--- config.mk ---
export PLATFORM = sky130hd
export DESIGN_NAME = pipe_stage_skid
export DESIGN_NICKNAME = d
export VERILOG_FILES = /design/src/rtl/pipe_stage_skid.sv
export SDC_FILE = /design/constraint.sdc
export NUM_CORES = 1
export LEC_CHECK = 0
export BUFFER_PORTS_ARGS = -buffer_cell sky130_fd_sc_hd__buf_2
export CAP_MARGIN = 25
export CORE_ASPECT_RATIO = 0.6
export CORE_MARGIN = 2
export CORE_UTILIZATION = 49
export CTS_CLUSTER_DIAMETER = 150
export CTS_CLUSTER_SIZE = 24
export DETAILED_ROUTE_END_ITERATION = 10
export GPL_TIMING_DRIVEN = 0
export PLACE_DENSITY = 0.79
export SLEW_MARGIN = 20
export SYNTH_ARGS = -nofsm -noshare
export SYNTH_HDL_FRONTEND = slang
export SYNTH_SLANG_ARGS = --single-unit
--- constraint.sdc ---
create_clock -name clk -period 1.7 [get_ports clk]
set_clock_uncertainty 0.05 [all_clocks]
set_input_delay 0.17 -clock clk [delete_from_list [all_inputs] [get_ports clk]]
set_output_delay 0.17 -clock clk [all_outputs]
set_load 0.01 [all_outputs]
--- src/rtl/pipe_stage_skid.sv ---
// pipe_stage_skid: elastic pipeline-stage register with a valid/ready handshake.
//
// Carries one DATA_W-bit payload between two pipeline stages. With SKID=1 a
// second (skid) register absorbs the entry that arrives while downstream stalls,
// so in_ready is a pure state decode and the ready path is cut. With SKID=0 a
// single register is used and in_ready is combinational from out_ready.
// Also keeps a saturating count of back-pressured cycles.
//
// Parameters:
//   DATA_W     payload width (>= 1)
//   RESET_VAL  payload value after reset and after flush
//   SKID       1: 2-entry skid buffer, registered ready; 0: single register
//   CNT_W      stall counter width
//
// Ports:
//   clk        in   clock, rising edge
//   rst_n      in   asynchronous active-low reset
//   flush      in   synchronous discard of all held entries
//   in_valid   in   upstream offers in_data
//   in_ready   out  stage can accept this cycle
//   in_data    in   upstream payload
//   out_valid  out  out_data holds a valid entry
//   out_ready  in   downstream accepts this cycle
//   out_data   out  payload of the oldest entry
//   occupancy  out  number of held entries (0..2)
//   clr_cnt    in   synchronous clear of stall_cnt
//   stall_cnt  out  saturating count of cycles with out_valid && !out_ready
module pipe_stage_skid #(
  parameter int unsigned          DATA_W    = 32,
  parameter logic [DATA_W-1:0]    RESET_VAL = '0,
  parameter int unsigned          SKID      = 1,
  parameter int unsigned          CNT_W     = 16
) (
  input  logic              clk,
  input  logic              rst_n,
  input  logic              flush,
  input  logic              in_valid,
  output logic              in_ready,
  input  logic [DATA_W-1:0] in_data,
  output logic              out_valid,
  input  logic              out_ready,
  output logic [DATA_W-1:0] out_data,
  output logic [1:0]        occupancy,
  input  logic              clr_cnt,
  output logic [CNT_W-1:0]  stall_cnt
);

  localparam logic             UseSkid = (SKID != 0);
  localparam logic [CNT_W-1:0] CntMax  = {CNT_W{1'b1}};
  localparam logic [CNT_W-1:0] CntOne  = CNT_W'(1);

  typedef enum logic [1:0] {
    StEmpty = 2'd0,
    StOne   = 2'd1,
    StTwo   = 2'd2
  } state_e;

  state_e              r_state;
  state_e              w_state_nxt;
  logic [DATA_W-1:0]   r_main;
  logic [DATA_W-1:0]   w_main_nxt;
  logic [DATA_W-1:0]   r_skid;
  logic [DATA_W-1:0]   w_skid_nxt;
  logic [CNT_W-1:0]    r_stall_cnt;
  logic [CNT_W-1:0]    w_stall_cnt_nxt;

  logic                w_out_valid;
  logic                w_in_ready;
  logic                w_accept;
  logic                w_fire;

  // ---------------------------------------------------------------------------
  // Handshake decode
  // ---------------------------------------------------------------------------
  assign w_out_valid = (r_state != StEmpty);

  // Skid mode: ready depends on state only, so no combinational path from
  // out_ready back to in_ready. Single-register mode: ready whenever the held
  // entry (if any) leaves this cycle.
  assign w_in_ready = UseSkid ? (r_state != StTwo) : (!w_out_valid || out_ready);

  assign w_accept = in_valid && w_in_ready;
  assign w_fire   = w_out_valid && out_ready;

  // ---------------------------------------------------------------------------
  // Next-state and storage update
  // ---------------------------------------------------------------------------
  always_comb begin
    w_state_nxt = r_state;
    w_main_nxt  = r_main;
    w_skid_nxt  = r_skid;

    if (flush) begin
      // Flush wins over any handshake: an accepted input is dropped, while a
      // firing output has already been taken by downstream this cycle.
      w_state_nxt = StEmpty;
      w_main_nxt  = RESET_VAL;
      w_skid_nxt  = RESET_VAL;
    end else begin
      unique case (r_state)
        StEmpty: begin
          if (w_accept) begin
            w_state_nxt = StOne;
            w_main_nxt  = in_data;
          end
        end

        StOne: begin
          if (w_accept && w_fire) begin
            w_main_nxt = in_data;
          end else if (w_accept) begin
            // Only reachable with a skid register; without one in_ready is 0
            // whenever an entry is held and not leaving.
            if (UseSkid) begin
              w_state_nxt = StTwo;
              w_skid_nxt  = in_data;
            end
          end else if (w_fire) begin
            // main keeps the departed value; out_data is qualified by out_valid.
            w_state_nxt = StEmpty;
          end
        end

        StTwo: begin
          if (w_fire) begin
            w_state_nxt = StOne;
            w_main_nxt  = r_skid;
          end
        end

        default: begin
          w_state_nxt = StEmpty;
          w_main_nxt  = RESET_VAL;
          w_skid_nxt  = RESET_VAL;
        end
      endcase
    end
  end

  always_ff @(posedge clk or negedge rst_n) begin
    if (!rst_n) begin
      r_state <= StEmpty;
      r_main  <= RESET_VAL;
      r_skid  <= RESET_VAL;
    end else begin
      r_state <= w_state_nxt;
      r_main  <= w_main_nxt;
      r_skid  <= w_skid_nxt;
    end
  end

  // ---------------------------------------------------------------------------
  // Stall counter: clear beats increment, saturates instead of wrapping,
  // unaffected by flush.
  // ---------------------------------------------------------------------------
  always_comb begin
    w_stall_cnt_nxt = r_stall_cnt;
    if (clr_cnt) begin
      w_stall_cnt_nxt = '0;
    end else if (w_out_valid && !out_ready && (r_stall_cnt != CntMax)) begin
      w_stall_cnt_nxt = r_stall_cnt + CntOne;
    end
  end

  always_ff @(posedge clk or negedge rst_n) begin
    if (!rst_n) begin
      r_stall_cnt <= '0;
    end else begin
      r_stall_cnt <= w_stall_cnt_nxt;
    end
  end

  // ---------------------------------------------------------------------------
  // Outputs
  // ---------------------------------------------------------------------------
  always_comb begin
    occupancy = 2'd0;
    unique case (r_state)
      StEmpty: occupancy = 2'd0;
      StOne:   occupancy = 2'd1;
      StTwo:   occupancy = 2'd2;
      default: occupancy = 2'd0;
    endcase
  end

  assign in_ready  = w_in_ready;
  assign out_valid = w_out_valid;
  assign out_data  = r_main;
  assign stall_cnt = r_stall_cnt;

endmodule

==> results.md, run 1 <==
* I/O Buffers at 88
* Final period utilization at 1.02
* Pre-CTS setup slack at -0.236 ns
* Synth Register Bits at 82
* Skew-Pair Late Insertion Delay at 0.35 ns
* Drt pass-1 iters at 5
* Most frequent cells in the layout: 89 x buf_2, 75 x dfrtp_1, 41 x a21oi_1
* Final Max Slew Viols at 0
* Initial antenna violation count at 0
* EDFF count, synth at 0
* Register area share after synthesis at 0.506
* FMAX at 579 MHz
* R2r endpoint: stall_cnt[14]
* CP required at between 1.5 and 2 ns
* Die Y at 74.4 um
* CTS HTree Levels at 3
* Syn nets at 446
* Pint at 3.84 mW
* WS Path Type: flop to flop
* Crit path buf inv count at 0
* Net switching power at 1.22 mW
* Register-to-Register Path Depth at 4
* Synthesis warning total at 0
* Clk sinks at slightly above 80
* CP delay by family, top: simple AND/OR/NAND/NOR gates
* Kind of start point of the critical path: flop
* VDD IR-drop max at between 0.6 and 0.7 mV
* GRT Overall Usage at 0.253
* Post-synth ARST share at 1.00
* First-pass GRT wire length at around 18 mm
* GP Congestion at 0.860
* TritonCTS clock tree: built
* Die area at between 0.009 and 0.01 mm2
* Slew @ Worst Pin at slightly above 0.6 ns
* Cell Chain, Critical Path: and4_4 -> nand2_4 -> or4_4 -> a21oi_2
* Post-Place Cells at 604
* Total number of vias at approximately 3700
* Clock buffer depth at 2
* Status: complete, but fails checks
* Hold path startpoint: in_data[2]
* Distinct cells, synth at 40
* # IOs at 90
* Smallest setup slack after layout at -0.0260 ns
* Static leakage power at 2.67 nW
* Final worst path period need at 1.73 ns
* Most common cell after layout, fill and taps aside: buf_2
* Worst path max stage delay at 0.55 ns
* Setup TNS Final at -0.0712 ns
* Crit end category: flop
* Critical Path AT at 1.95 ns
* Synth Area per Inst at 9.95 um2
* Max-cap viol count at 0
* Row count at 25
* Clock network power share at 0.452
* Hold depth at 2
* Vias in the first global route at around 3600
* Largest net degree at the start of global routing at 46
* Worst R2R Start: stall_cnt[4]
* Total wire length at ~11 mm
* Layout cells sized above 1 at 0.417
* Worst-path clk slew at about 0.07 ns
* Via/cell ratio at 5.61
* Final std cells w/o fill at roughly 650
* DR DRC count at 0
* Core area at 0.00795 mm2
* Layout area overhead at 36.3%
* Slowest CP cell: dfrtp_1
* Sw frac at 0.241
* Clock root buffer: clkbuf_16
* Post-Syn Instances at just over 400
* Slew headroom at 0.588
* Final setup vio count at 5
* Routed length per instance at approximately 17 um
* Nets@finish at just under 600
* Initial Util at 0.510
* Internal reg-to-reg setup slack at -0.03 ns
* Synth Cell Area at 0.00405 mm2
* HP Class: input port to flop
* Post-route ant nets at 0
* CP max FO at 8
* Dpl hpwl at 7.16 mm
* Num CTS Buffers at 9
* Gate power share at 0.129
* Pwr Density at approximately 920 mW/mm2
* Die X at ~120 um
* RSZ-0062 raised after global routing: true
* Grt ovf at 0
* Final hold vios at 0
* Diode count at 0
* Crit path from: stall_cnt[4]
* Hold Path End: r_skid[2]
* Failing checks: setup timing
* DRT iter0 DRCs at 264
* Synth Flop Type: dfrtp_1
* Share of power burned in registers at 0.419
==> state kept, by name (all words and copies together), names as in the netlist <==
| name | count |
|---|---|
| out_data | 32 |
| r_skid | 32 |
| r_state | 2 |
| stall_cnt | 16 |
==> power by group through the flow <==
stage	clock, mW	combinational (mW)	sequential [mW]
floorplan	0	0.294	2.18
global placement	0	0.562	2.15
detailed placement	0	0.587	2.15
CTS	2.31	0.631	2.12
global route	2.40	0.718	2.13
finish	2.29	0.655	2.12
==> stage by stage <==
stage / cell area [um2] / hold WS (ns) / util / power, mW
5_1_grt: 5520 / 0.00806 / 0.695 / 5.25
4_1_cts: 5350 / 0.00213 / 0.673 / 5.06
3_3_place_gp: 4640 / 0.341 / 0.584 / 2.71
2_1_floorplan: 4070 / -0.176 / - / 2.48
3_5_place_dp: 4670 / 0.133 / 0.588 / 2.74
6_report: 5520 / 0.0174 / 0.695 / 5.06
==> worst register-to-register path, stage by stage, from the launching register on <==
cell and delay (ns):
dfrtp_1 0.55, and4_4 0.34, nand2_4 0.07, or4_4 0.49
a21oi_2 0.16
==> timing repair <==
item | 4_1_cts | 5_1_grt
hold buffers | 3 | 1
pin swaps | 8 | 14
endpoints found under the setup margin | 77 | 70
buffers inserted | 18 | 11
hold endpoints to repair | 40 | 1
resized for setup | 46 | 27
==> layout make-up <==
cell class | count | area (um2)
Fill cell | 610 | 2420
Sequential cell | 82 | 2060
Multi-Input combinational cell | 294 | 2040
Timing Repair Buffer | 122 | 732
Clock buffer | 10 | 239
Buffer | 28 | 195
Tap cell | 108 | 135
Clock inverter | 6 | 114
Inverter | 3 | 11.3
==> routing by layer <==
| layer | GRT usage | up-vias | wire (um) |
|---|---|---|---|
| met3 | 0.0675 | 16 | 811 |
| met5 | 0 | - | 0 |
| met1 | 0.335 | 1833 | 4970 |
| li1 | - | 1704 | - |
| met4 | 0.0664 | 0 | 135 |
| met2 | 0.422 | 113 | 5410 |
==> logic make-up after synthesis <==
logic type	Yosys count	share of synthesized area
simple gates	160	0.220
compound gates	98	0.141
flops	82	0.506
mux	35	0.0967
buf+inv	31	0.0327
fa+ha+maj	1	0.00309
==> synth_stat cells, types with 2 or more instances <==
master	instances	area share
nand2b_1	4	0.0062
nor2_1	36	0.033
or3_1	5	0.0077
dfrtp_1	82	0.51
nor2b_1	38	0.059
o21ai_0	28	0.035
inv_1	3	0.0028
or2_2	2	0.0031
mux2i_1	2	0.0049
nand2_1	24	0.022
a22o_1	12	0.026
mux2_2	33	0.092
nand4_1	6	0.0093
buf_4	3	0.0056
nor4_1	2	0.0031
o31ai_1	5	0.0093
nand3_1	6	0.0074
buf_2	3	0.0037
or4_1	5	0.0093
clkbuf_1	19	0.018
buf_1	2	0.0019
or3_2	2	0.0037
and4_1	2	0.0043
a21oi_1	46	0.057
nor3_1	3	0.0037
nand3b_1	20	0.037
==> worst max-delay path by stage <==
stage	to	slack, ns	cells after the start
6_report	stall_cnt[14]	-0.03	4
5_1_grt	stall_cnt[13]	-0.08	6
4_1_cts	stall_cnt[13]	-0.02	5
3_5_place_dp	out_data[16]	-0.24	5
3_3_place_gp	stall_cnt[5]	-0.39	1
2_1_floorplan	stall_cnt[15]	0.0002	5
Power figures use the tool's default switching activity.
==> inputs of run 2 (changes only) <==
CORE_UTILIZATION = 51   (was 49)
SETUP_SLACK_MARGIN = 0.15   (was not set)
clock period = 2.2 ns   (was 1.7 ns; I/O delays follow)
==> run 2 against run 1 <==
- the flow now finishes without violations
- worst setup slack gained 0.28 ns
- cell area shrank 9.6%
- worst hold slack better by 0.047 ns
- via count is 4.9% lower
- sequential share of layout area up 3.8 points
- critical endpoint is now stall_cnt[8]
- combinational power down 31%
- first-iteration DRC count fell by 21%
==> results.md, run 2 (synthesized netlist as in run 1, its figures left out) <==
* Worst-path clk slew at 0.06 ns (about the same)
* Nets@finish at 547 (-5.5%)
* Clock root buffer: clkbuf_16
* Final period utilization at 0.884 (-0.132)
* FMAX at 514 MHz (-11%)
* Setup TNS Final at 0 ns (+0.0712 ns)
* Most frequent cells in the layout: 91 x buf_2, 82 x dfrtp_1, 46 x a21oi_1
* # IOs at 90 (unchanged)
* Largest net degree at the start of global routing at 54 (+17%)
* Initial Util at 0.520 (+0.0102)
* GP Congestion at 0.862 (+0.17%)
* Hold path startpoint: in_data[5]
* Area post-placement at 0.00466 mm2 (-0.32%)
* CTS HTree Levels at 3 (unchanged)
* Final Max Slew Viols at 0 (unchanged)
* GRT Overall Usage at 0.244 (-0.00955)
* Grt ovf at 0 (unchanged)
* Critical Path AT at 2.15 ns (+0.20 ns)
* HP Class: input port to flop
* Clock buffer depth at 2 (unchanged)
* Slew headroom at 0.530 (-0.0576)
* Static leakage power at 2.37 nW (-11%)
* Num CTS Buffers at 9 (unchanged)
* TritonCTS clock tree: built
* CP delay by family, top: simple AND/OR/NAND/NOR gates
* Vias in the first global route at 3358 (-5.4%)
* Die X at 119 um (-1.9%)
* Crit path buf inv count at 0 (unchanged)
* Final Util at 0.641 (-0.0542)
* First-pass GRT wire length at 16.6 mm (-5.1%)
* Crit end category: flop
* Clk sinks at 82 (unchanged)
* Total number of vias at 3485 (-4.9%)
* Layout area overhead at 23.2%
* Post-route ant nets at 0 (unchanged)
* Post-Place Cells at 604 (unchanged)
* Internal reg-to-reg setup slack at 0.26 ns (+0.28 ns)
* Row count at 25 (unchanged)
* Final Cell Area at 0.00499 mm2 (-9.6%)
* Via/cell ratio at 5.61 (about the same)
* VDD IR-drop max at 0.342 mV (-49%)
* Final hold vios at 0 (unchanged)
* WS Path Type: flop to flop
* Kind of start point of the critical path: flop
* CP Depth at 5 (+1)
* Slowest CP cell: or4_1
* Pwr Density at 720 mW/mm2 (-22%)
* Crit path from: stall_cnt[0]
* Post-CTS setup buffer count at 0 (-18)
* CP endpoint: stall_cnt[8]
* Final worst path period need at 1.94 ns (+0.218 ns)
* R2r endpoint: stall_cnt[8]
* Routed length per instance at 16.1 um (-7.3%)
* Die area at 0.00870 mm2 (-3.8%)
* Register-to-Register Path Depth at 5 (+1)
* I/O Buffers at 88 (unchanged)
* Layout cells sized above 1 at 0.306 (-0.110)
* Diode count at 0 (unchanged)
* Slew @ Worst Pin at 0.699 ns (+0.0810 ns)
* Drt pass-1 iters at 5 (unchanged)
* Status: completed
* DRT iter0 DRCs at 208 (-21%)
* Skew-Pair Late Insertion Delay at 0.33 ns (-0.02 ns)
* Die Y at 73.0 um (-1.9%)
* CP max FO at 6 (-2)
* Worst R2R Start: stall_cnt[0]
* Hold depth at 2 (unchanged)
* CP required at 2.41 ns (+0.49 ns)
* RSZ-0062 raised after global routing: false
* DR DRC count at 0 (unchanged)
* Cell Chain, Critical Path: ha_2 -> and4_1 -> nand2_1 -> or4_1 -> a21oi_1
* Initial antenna violation count at 0 (unchanged)
* Worst path max stage delay at 0.50 ns (-0.05 ns)
* Final std cells w/o fill at 621 (-4.9%)
* Dpl hpwl at 6.94 mm (-3.1%)
* Max-cap viol count at 0 (unchanged)
* Final setup vio count at 0 (-5)
* Most common cell after layout, fill and taps aside: buf_2
* Total wire length at 9.98 mm (-12%)
* Core area at 0.00779 mm2 (-2.0%)
run 2: final cells by class:
type / instances / area (um2)
plain buffers: 28 / 123
clock buffers: 11 / 243
clock inverters: 5 / 53.8
fillers: 661 / 2800
inverters: 3 / 11.3
multi-input cells: 294 / 1890
flip-flops and latches: 82 / 2050
well taps: 108 / 135
repair buffers: 90 / 480
run 2: through the flow:
stage                     hold WS, ns  setup slack [ns]  power (mW)
after floorplan                -0.126             0.420        1.91
after global placement          0.398             0.166        2.09
after detailed placement        0.134             0.104        2.11
after CTS                      0.0539             0.237        3.62
after global routing           0.0556             0.162        3.76
final                          0.0644             0.256        3.59
run 2: per-layer routing:
metal / vias to the layer above / global-route usage / routed length (um) / share of wire
met5: - / 0 / 0 / 0
met4: 0 / 0.0714 / 137 / 0.014
met3: 17 / 0.0633 / 662 / 0.066
met2: 115 / 0.367 / 4320 / 0.43
met1: 1714 / 0.350 / 4870 / 0.49
li1: 1639 / - / - / -
run 2: where the power goes:
| part | total (mW) | internal [mW] | switching (mW) | leakage [nW] |
|---|---|---|---|---|
| registers | 1.64 | 1.59 | 0.0461 | 1.10 |
| clock network | 1.51 | 0.906 | 0.599 | 0.149 |
| logic | 0.450 | 0.203 | 0.247 | 1.11 |
run 2: how the worst min path moves through the flow:
stage | to | slack [ns]
after floorplan | out_data[0] | -0.13
after global placement | stall_cnt[15] | 0.40
after detailed placement | stall_cnt[8] | 0.13
after CTS | r_skid[5] | 0.05
after global routing | r_skid[7] | 0.06
final | r_skid[5] | 0.06
run 2: repair_timing:
action	in CTS	in global routing
pin swaps	0	0
resized for setup	2	4
hold buffers	1	0
endpoints found under the hold margin	29	0
setup endpoints to repair	5	39
==> inputs of run 3 (changes only) <==
CORE_ASPECT_RATIO = 1.5   (was 0.6)
==> run 3 against run 2 <==
- flip-flop and latch count unchanged
- worst hold slack got worse by 0.013 ns
- via count decreased by 2.4%
- clock power increased by 3%
- first-iteration DRC count increased by 11%
- combinational power decreased by 0.9%
- maximum frequency increased by 1.4%
- cell area decreased by 0.23%
- largest power group unchanged
- core utilization increased by 0.92 points
- final cell count decreased by 1.3%
- critical path depth unchanged
- sequential power about the same
==> results.md, run 3 (synthesized netlist as in run 1, its figures left out) <==
* First-pass GRT wire length at 16.1 mm (-2.9%)
* Max-cap viol count at 0 (unchanged)
* Diode count at 0 (unchanged)
* CP required at 2.41 ns (about the same)
* Routed length per instance at 15.5 um (-3.5%)
* Area post-placement at 0.00465 mm2 (-0.16%)
* Kind of start point of the critical path: flop
* GRT Overall Usage at 0.232 (-0.0111)
* Post-Place Cells at 598 (-0.99%)
* Final Cell Area at 0.00498 mm2 (-0.23%)
* I/O Buffers at 88 (unchanged)
* Initial antenna violation count at 0 (unchanged)
* Hold slack at 0.0516 ns (-0.0128 ns)
* Post-CTS setup buffer count at 0 (unchanged)
* Total wire length at 9.51 mm (-4.7%)
* DRT iter0 DRCs at 231 (+11%)
* Slowest CP cell: or4_1
* Smallest setup slack after layout at 0.282 ns (+0.0261 ns)
* Skew-Pair Late Insertion Delay at 0.34 ns (about the same)
* Final setup vio count at 0 (unchanged)
* Die X at 76.8 um (-36%)
* Grt ovf at 0 (unchanged)
* FMAX at 521 MHz (+1.4%)
* Drt pass-1 iters at 4 (-1)
* Row count at 39 (+56%)
* CTS HTree Levels at 3 (unchanged)
* Final worst path period need at 1.92 ns (-0.0261 ns)
* Via/cell ratio at 5.55 (-1.1%)
* HP Class: input port to flop
* Critical Path AT at 2.13 ns (-0.02 ns)
* Final hold vios at 0 (unchanged)
* Final Max Slew Viols at 0 (unchanged)
* Dpl hpwl at 6.74 mm (-2.9%)
* Num CTS Buffers at 9 (unchanged)
* Hold Path End: stall_cnt[3]
* Register-to-Register Path Depth at 5 (unchanged)
* Pwr Density at 732 mW/mm2 (+1.7%)
* Overall Power at 3.64 mW (+1.4%)
* Final Util at 0.650 (+0.00921)
* # IOs at 90 (unchanged)
* Clk sinks at 82 (unchanged)
* Layout cells sized above 1 at 0.305 (-0.000759)
* WS Path Type: flop to flop
* Most common cell after layout, fill and taps aside: buf_2
* Die area at 0.00869 mm2 (about the same)
* Slew @ Worst Pin at 0.590 ns (-0.109 ns)
* CP max FO at 6 (unchanged)
* Clock root buffer: clkbuf_16
* Worst path max stage delay at 0.49 ns (about the same)
* Internal reg-to-reg setup slack at 0.28 ns (+0.03 ns)
* Core area at 0.00766 mm2 (-1.6%)
* Final period utilization at 0.872 (-0.0119)
* Final std cells w/o fill at 613 (-1.3%)
* Pre-CTS setup slack at 0.123 ns (+0.0192 ns)
* Hold depth at 2 (unchanged)
* Clock buffer depth at 2 (unchanged)
* Static leakage power at 2.35 nW (-0.65%)
* Hold path startpoint: clr_cnt
* Initial Util at 0.529 (+0.00867)
* TritonCTS clock tree: built
* Worst-path clk slew at 0.06 ns (about the same)
* Total number of vias at 3403 (-2.4%)
* Post-route ant nets at 0 (unchanged)
* GP Congestion at 0.841 (-2.5%)
* RSZ-0062 raised after global routing: false
* R2r endpoint: stall_cnt[8]
* VDD IR-drop max at 0.434 mV (+27%)
* CP delay by family, top: simple AND/OR/NAND/NOR gates
* Setup TNS Final at 0 ns (unchanged)
* Worst R2R Start: stall_cnt[0]
* Crit end category: flop
* Largest net degree at the start of global routing at 56 (+3.7%)
* DR DRC count at 0 (unchanged)
* Layout area overhead at 22.9%
* Status: completed
* Crit path buf inv count at 0 (unchanged)
* Slew headroom at 0.604 (+0.0732)
* Nets@finish at 547 (unchanged)
* Vias in the first global route at 3475 (+3.5%)
* Cell Chain, Critical Path: ha_2 -> and4_1 -> nand2_1 -> or4_1 -> a21oi_1
* Die Y at 113 um (+55%)
* Most frequent cells in the layout: 91 x buf_2, 82 x dfrtp_1, 46 x a21oi_1
==> run 3: per-layer routing <==
layer	vias to the layer above	wire (um)	GRT usage
met1	1651	4040	0.287
met3	22	430	0.0574
met5	-	0	0
li1	1641	-	-
met4	0	235	0.0958
met2	89	4800	0.389
==> run 3: worst max path at each step <==
stage | from | endpoint | slack (ns) | depth (start not counted)
after floorplan | stall_cnt[0] | stall_cnt[5] | 0.42 | 5
after global placement | rst_n | out_data[2] | 0.21 | 1
after detailed placement | stall_cnt[0] | stall_cnt[7] | 0.12 | 5
after CTS | r_state[1] | out_valid | 0.25 | 4
after global routing | stall_cnt[0] | stall_cnt[8] | 0.16 | 5
final | stall_cnt[0] | stall_cnt[8] | 0.28 | 5
==> run 3: repair_timing <==
action | CTS | global route
endpoints found under the hold margin | 27 | 0
setup endpoints to repair | 4 | 33
resized for setup | 2 | 4
hold buffers | 1 | 0
cloned | 0 | 0
==> run 3: worst register-to-register path, stage by stage, from the launching register on <==
cell and delay, ns:
dfrtp_1 0.43, ha_2 0.26, and4_1 0.29, nand2_1 0.17, or4_1 0.49, a21oi_1 0.14
==> run 3: area by class of cell <==
type / count / area [um2]
Buffer: 28 / 124
Fill cell: 657 / 2680
Sequential cell: 82 / 2050
Timing Repair Buffer: 90 / 480
Inverter: 3 / 11.3
Clock inverter: 5 / 81.3
Tap cell: 102 / 128
Multi-Input combinational cell: 294 / 1880
Clock buffer: 9 / 225
==> run 3: power breakdown <==
group | internal (mW) | switching (mW)
Clock | 0.980 | 0.582
Sequential | 1.59 | 0.0459
Combinational | 0.203 | 0.243
Total | 2.77 | 0.870
